`src/rtl/draw_bus_receiver.sv`:
```
// rtl/draw_bus_receiver.sv - pixel bus receiver: queues pixel strobes, converts colour,
// writes the shared framebuffer through a request/grant port, and runs full-screen clears.
module draw_bus_receiver #(
    parameter int WIDTH       = 160,
    parameter int HEIGHT      = 120,
    parameter int DEPTH       = 16,
    parameter int COLOUR_BITS = 9,
    parameter int ADDR_BITS   = 15
) (
    input  logic                   clk,
    input  logic                   reset,
    input  logic                   draw_enable,
    input  logic [7:0]             x_in,
    input  logic [7:0]             y_in,
    input  logic [23:0]            rgb_in,
    input  logic                   clear,
    input  logic [COLOUR_BITS-1:0] clear_colour,
    input  logic                   fb_grant,
    output logic                   fb_write_enable,
    output logic [ADDR_BITS-1:0]   fb_address,
    output logic [COLOUR_BITS-1:0] fb_data,
    output logic                   busy,
    output logic                   clear_done,
    output logic                   overflow,
    output logic                   out_of_range
);

    localparam int C          = COLOUR_BITS / 3;
    localparam int PTR_BITS   = $clog2(DEPTH);
    localparam int ENTRY_BITS = ADDR_BITS + COLOUR_BITS;

    localparam logic [8:0]           WIDTH_L    = 9'(WIDTH);
    localparam logic [8:0]           HEIGHT_L   = 9'(HEIGHT);
    localparam logic [ADDR_BITS-1:0] WIDTH_A    = ADDR_BITS'(WIDTH);
    localparam logic [ADDR_BITS-1:0] LAST_ADDR  = ADDR_BITS'(WIDTH * HEIGHT - 1);
    localparam logic [PTR_BITS:0]    FULL_COUNT = (PTR_BITS + 1)'(DEPTH);

    typedef enum logic [1:0] {
        S_IDLE  = 2'd0,
        S_DRAIN = 2'd1,
        S_CLEAR = 2'd2
    } state_t;

    state_t state, state_next;

    logic [ENTRY_BITS-1:0] mem [DEPTH];
    logic [PTR_BITS-1:0]   wr_ptr;
    logic [PTR_BITS-1:0]   rd_ptr;
    logic [PTR_BITS:0]     count;

    logic                   clear_pending;
    logic [COLOUR_BITS-1:0] clear_colour_q;
    logic [ADDR_BITS-1:0]   clr_addr;
    logic                   clr_issued_all;

    logic                   fifo_empty;
    logic                   fifo_full;
    logic                   in_range;
    logic [ADDR_BITS-1:0]   pixel_addr;
    logic [COLOUR_BITS-1:0] pixel_colour;
    logic [ENTRY_BITS-1:0]  head_entry;
    logic                   port_ready;
    logic                   write_done;
    logic                   accept_clear;
    logic                   pop;
    logic                   push;
    logic                   drop;
    logic                   clear_issue;
    logic                   clear_finish;

    // Low-order colour bits are intentionally truncated away.
    logic unused_rgb_bits;
    assign unused_rgb_bits = ^{rgb_in[23-C:16], rgb_in[15-C:8], rgb_in[7-C:0]};

    assign fifo_empty   = (count == '0);
    assign fifo_full    = (count == FULL_COUNT);
    assign in_range     = ({1'b0, x_in} < WIDTH_L) && ({1'b0, y_in} < HEIGHT_L);
    assign pixel_addr   = ADDR_BITS'(y_in) * WIDTH_A + ADDR_BITS'(x_in);
    assign pixel_colour = {rgb_in[23 -: C], rgb_in[15 -: C], rgb_in[7 -: C]};
    assign head_entry   = mem[rd_ptr];

    // The port can take a new write when empty or when its current write completes this edge.
    assign port_ready = !fb_write_enable || fb_grant;
    assign write_done = fb_write_enable && fb_grant;

    always_comb begin
        state_next   = state;
        accept_clear = 1'b0;
        pop          = 1'b0;
        clear_issue  = 1'b0;
        clear_finish = 1'b0;
        case (state)
            S_IDLE, S_DRAIN: begin
                accept_clear = (clear || clear_pending) && port_ready;
                pop          = !accept_clear && !fifo_empty && port_ready;
                if (accept_clear) begin
                    state_next = S_CLEAR;
                end else if (state == S_IDLE) begin
                    if (!fifo_empty) state_next = S_DRAIN;
                end else if (fifo_empty && !fb_write_enable) begin
                    state_next = S_IDLE;
                end
            end
            S_CLEAR: begin
                clear_issue  = port_ready && !clr_issued_all;
                clear_finish = clr_issued_all && write_done;
                if (clear_finish) state_next = fifo_empty ? S_IDLE : S_DRAIN;
            end
            default: state_next = S_IDLE;
        endcase
    end

    assign push = draw_enable && in_range && (!fifo_full || pop);
    assign drop = draw_enable && in_range && fifo_full && !pop;

    assign busy = (state != S_IDLE) || !fifo_empty || fb_write_enable;

    always_ff @(posedge clk or posedge reset) begin
        if (reset) state <= S_IDLE;
        else       state <= state_next;
    end

    always_ff @(posedge clk) begin
        if (push) mem[wr_ptr] <= {pixel_addr, pixel_colour};
    end

    // Accepting a clear discards everything queued, including a pixel captured on that edge.
    always_ff @(posedge clk or posedge reset) begin
        if (reset) begin
            wr_ptr <= '0;
            rd_ptr <= '0;
            count  <= '0;
        end else if (accept_clear) begin
            wr_ptr <= '0;
            rd_ptr <= '0;
            count  <= '0;
        end else begin
            if (push) wr_ptr <= wr_ptr + 1'b1;
            if (pop)  rd_ptr <= rd_ptr + 1'b1;
            case ({push, pop})
                2'b10:   count <= count + 1'b1;
                2'b01:   count <= count - 1'b1;
                default: count <= count;
            endcase
        end
    end

    always_ff @(posedge clk or posedge reset) begin
        if (reset) begin
            overflow     <= 1'b0;
            out_of_range <= 1'b0;
        end else begin
            if (drop)                     overflow     <= 1'b1;
            if (draw_enable && !in_range) out_of_range <= 1'b1;
        end
    end

    always_ff @(posedge clk or posedge reset) begin
        if (reset) begin
            clear_pending  <= 1'b0;
            clear_colour_q <= '0;
            clr_addr       <= '0;
            clr_issued_all <= 1'b0;
            clear_done     <= 1'b0;
        end else begin
            clear_done <= clear_finish;
            if (accept_clear) begin
                clear_pending  <= 1'b0;
                clear_colour_q <= clear_colour;
                clr_addr       <= '0;
                clr_issued_all <= 1'b0;
            end else if (clear && state == S_DRAIN) begin
                clear_pending <= 1'b1;
            end
            if (clear_issue) begin
                clr_addr <= clr_addr + 1'b1;
                if (clr_addr == LAST_ADDR) clr_issued_all <= 1'b1;
            end
        end
    end

    always_ff @(posedge clk or posedge reset) begin
        if (reset) begin
            fb_write_enable <= 1'b0;
            fb_address      <= '0;
            fb_data         <= '0;
        end else if (pop) begin
            fb_write_enable <= 1'b1;
            fb_address      <= head_entry[ENTRY_BITS-1:COLOUR_BITS];
            fb_data         <= head_entry[COLOUR_BITS-1:0];
        end else if (clear_issue) begin
            fb_write_enable <= 1'b1;
            fb_address      <= clr_addr;
            fb_data         <= clear_colour_q;
        end else if (write_done) begin
            fb_write_enable <= 1'b0;
        end
    end

endmodule

```
`config.mk`:
```
export PLATFORM = sky130hd
export DESIGN_NAME = draw_bus_receiver
export DESIGN_NICKNAME = d
export VERILOG_FILES = /design/src/rtl/draw_bus_receiver.sv
export SDC_FILE = /design/constraint.sdc
export NUM_CORES = 1
export LEC_CHECK = 0
export ABC_AREA = 1
export BUFFER_PORTS_ARGS = -buffer_cell sky130_fd_sc_hd__clkbuf_2
export CORE_MARGIN = 2
export CORE_UTILIZATION = 53
export DETAILED_ROUTE_END_ITERATION = 10
export GPL_ROUTABILITY_DRIVEN = 1
export PLACE_DENSITY = 0.7
export SYNTH_ARGS = -nofsm -noshare
export SYNTH_HDL_FRONTEND = slang
export SYNTH_SLANG_ARGS = --single-unit
export TNS_END_PERCENT = 10
```
`constraint.sdc`:
```
create_clock -name clk -period 3.3 [get_ports clk]
set_input_delay 0.825 -clock clk [delete_from_list [all_inputs] [get_ports clk]]
set_output_delay 0.825 -clock clk [all_outputs]
set_load 0.01 [all_outputs]
```
==> results.md <==
* Tightest Hold Check Type: input pin to async pin
* Fin area at 0.0221 mm²
* Full die area at 0.0380 mm²
* Number of max-cap violations at 0
* Leakage at 8.62 nW
* Mapped Area at 0.0193 mm²
* Final Critical Period at 2.92 ns
* GRT overflow at 0
* Starting Density at 54.1%
* Share of the synthesized area in the top cell type at 59.7%
* Worst slew pin tran at 1.22 ns
* Initial antenna violation count at 2
* Maximum vdd drop at 0.000557 V
* Crit-path slowest cell: xor2_1
* Worst-path maximum fanout at 16
* Row cnt at 69
* Ys Warns at 0
* Post-DR vias/cell at 5.63
* Core area at 0.0357 mm²
* Via count at 13100
* Die height at 195 µm
* Pre-antenna DRT Iters at 7
* Setup Crit Path Kind: input pin to flop
* Worst EP required at 3.50 ns
* Final hold vios at 0
* PwrDens at 739 mW/mm²
* Pre-CTS setup slack at -0.394 ns
* Final setup vio count at 0
* CTS Buffer Depth at 3
* Biggest area consumer among synthesized cells: edfxtp_1
* Routed WL at 46300 µm
* Final HPWL from detailed placement at 26400 µm
* Arrival time worst endpoint at 3.12 ns
* Iter 0 DRT Violations at 1398
* Clock root buffer: clkbuf_16
* Die width at 195 µm
* Ratio of cells with drive above 1 in the final layout at 12.9%
* Post-synthesis register bit count at 453
* Synth cell types at 48
* I/O pins at 83
* Syn-to-layout area delta at 14.4%
* Seq/Total Area, Yosys at 68.6%
* CTS clk-pin slew, worst paths at 0.06 ns
* Met2 Usage GRT at 38.5%
* Final std cells w/o fill at 2318
* Placed cells at 2234
* Worst clock skew at 0.0224 ns
* Met1 usage at 34.9%
* Hold WS at 0.316 ns
* Worst setup SP type: input pin
* Unrepaired setup endpoints after global routing: no
* Slew Limit Headroom at 18.4%
* CTS tree: built
* GR Util All Layers at 24.4%
* DP Area at 0.0206 mm²
* GPL Wtd Cong at 0.873
* Setup WS post-layout at 0.380 ns
* Status: finished, final reports clean
* Clk_lat worst skew at 0.56 ns
* Vias in the first global route at 12500
* Layout Nets at 1902
* Pin count of the biggest net entering global routing at 179
* FMAX at 0.342 GHz
* Hold-fix buffers, CTS at 0
* Port Buffers at 67
* Overall power at 0.0163 W
* Post-synthesis average cell area at 11.1 µm²
* Grt peak-use layer: met2
* DRC at 0
* Routing usage on met3 at 4.58%
* Syn nets at 1815
* Setup bufs post-CTS at 0
* Slowest stage delay, CP at 0.85 ns
* Cts bufs inserted at 46
* Sequence of cells on the critical path: clkbuf_2 -> ha_1 -> ha_1 -> fa_1 -> xor2_1 -> nand3_1 -> xor2_1
* Area contributors post-synth: edfxtp_1 (60%), nand2_1 (9.9%), dfrtp_1 (8.9%)
* Resized cells post-CTS at 0
* Crit end category: flop
* Final period util at 88.5%
* First-pass GRT wire length at 71100 µm
* R2R cell count at 7
* Avg WL per Cell at 20.0 µm
* H-tree depth at 2
* Clock Sink Count at 453
* Post-Syn Instances at 1734
* Slew Limit Fails at 0
* Antenna Nets Post-Route at 0
## stage by stage
step	TNS [ns]	util (%)
4_1_cts	0	61.8
3_5_place_dp	-8.82	57.7
5_1_grt	0	61.9
3_3_place_gp	-5.58	57.7
6_report	0	61.9
2_1_floorplan	0	-
## metal layers
layer / vias up / part of all wire (%)
met5: - / 0
met4: 0 / 2.3
met3: 78 / 7.4
met2: 468 / 47
met1: 6318 / 43
li1: 6192 / -
## critical path: cells and delay by family
family	cells	cell delay (ns)
fa+ha+maj	3	0.94
simple gates	1	0.15
xor+xnor	2	1.11
buf+inv	1	0.10
## cells by family (layout without fill, tap and decap cells)
logic type               Yosys count  count (layout)  synth area share [%]
XOR/XNOR                          13              13                 0.589
AO/OA/AOI/OAI                    226             226                  6.62
adder cells (fa/ha/maj)           27              27                  1.86
buffers and inverters            158             279                  3.70
flip-flops                       453             453                  68.6
other                              0               2                     0
AND/OR/NAND/NOR                  857             857                  18.6
## layout by cell type (no fill, tap or decap), drive strengths merged, types with 14 or more instances in the layout
master	Yosys	final
o22ai	26	26
inv	70	70
nand2	513	513
clkinv	1	26
a21oi	57	57
edfxtp	384	384
nor2	137	137
o21ai	101	101
ha	24	24
dfrtp	69	69
clkbuf	24	118
buf	63	59
nand3	190	190
a22oi	16	16
a21boi	14	14
## final timing paths
check	from	to	slack, ns
worst max-delay path	y_in[1]	mem[4][20]	0.38
worst min-delay path	reset	fb_data[2]	0.32
worst max register to register	rd_ptr[2]	fb_address[4]	0.83
worst min register to register	out_of_range	out_of_range	0.46
max in group asynchronous	reset	rd_ptr[0]	2.64
min in group clk	out_of_range	out_of_range	0.46
## flip-flops by register name (all words and copies together), names as in the netlist
register / cells
mem: 384
clr_addr: 15
fb_address: 15
clear_colour_q: 9
fb_data: 9
count: 5
rd_ptr: 4
wr_ptr: 4
state: 2
clear_done: 1
clear_pending: 1
clr_issued_all: 1
fb_write_enable: 1
out_of_range: 1
overflow: 1
## synth_stat cells, drive strengths merged
master  number
a211oi       1
a21boi      14
a21o         1
a21oi       57
a22o         1
a22oi       16
a31o         1
a31oi        2
and2         1
and3         1
buf         63
clkbuf      24
clkinv       1
dfrtp       69
edfxtp     384
fa           3
ha          24
inv         70
nand2      513
nand3      190
nand3b       2
nand4        7
nor2       137
nor3         3
nor4         1
o211ai       5
o21ai      101
o21bai       1
o22ai       26
or2          2
xnor2        4
xor2         9
## cell type report
type | count | area, µm²
fill | 2754 | 13600
multi-input combinational | 1123 | 5480
tap | 461 | 577
timing repair buffer | 126 | 1040
clock inverter | 31 | 285
sequential | 453 | 13300
antenna | 2 | 5.00
clock buffer | 51 | 1190
inverter | 71 | 269
## where the power goes
part	switching [W]	total (W)	leakage, nW	internal (W)
clock	0.00213	0.00512	0.730	0.00299
sequential	0.000303	0.00700	4.35	0.00669
combinational	0.00291	0.00422	3.54	0.00131
total	0.00534	0.0163	8.62	0.0110
Power figures use the tool's default switching activity.
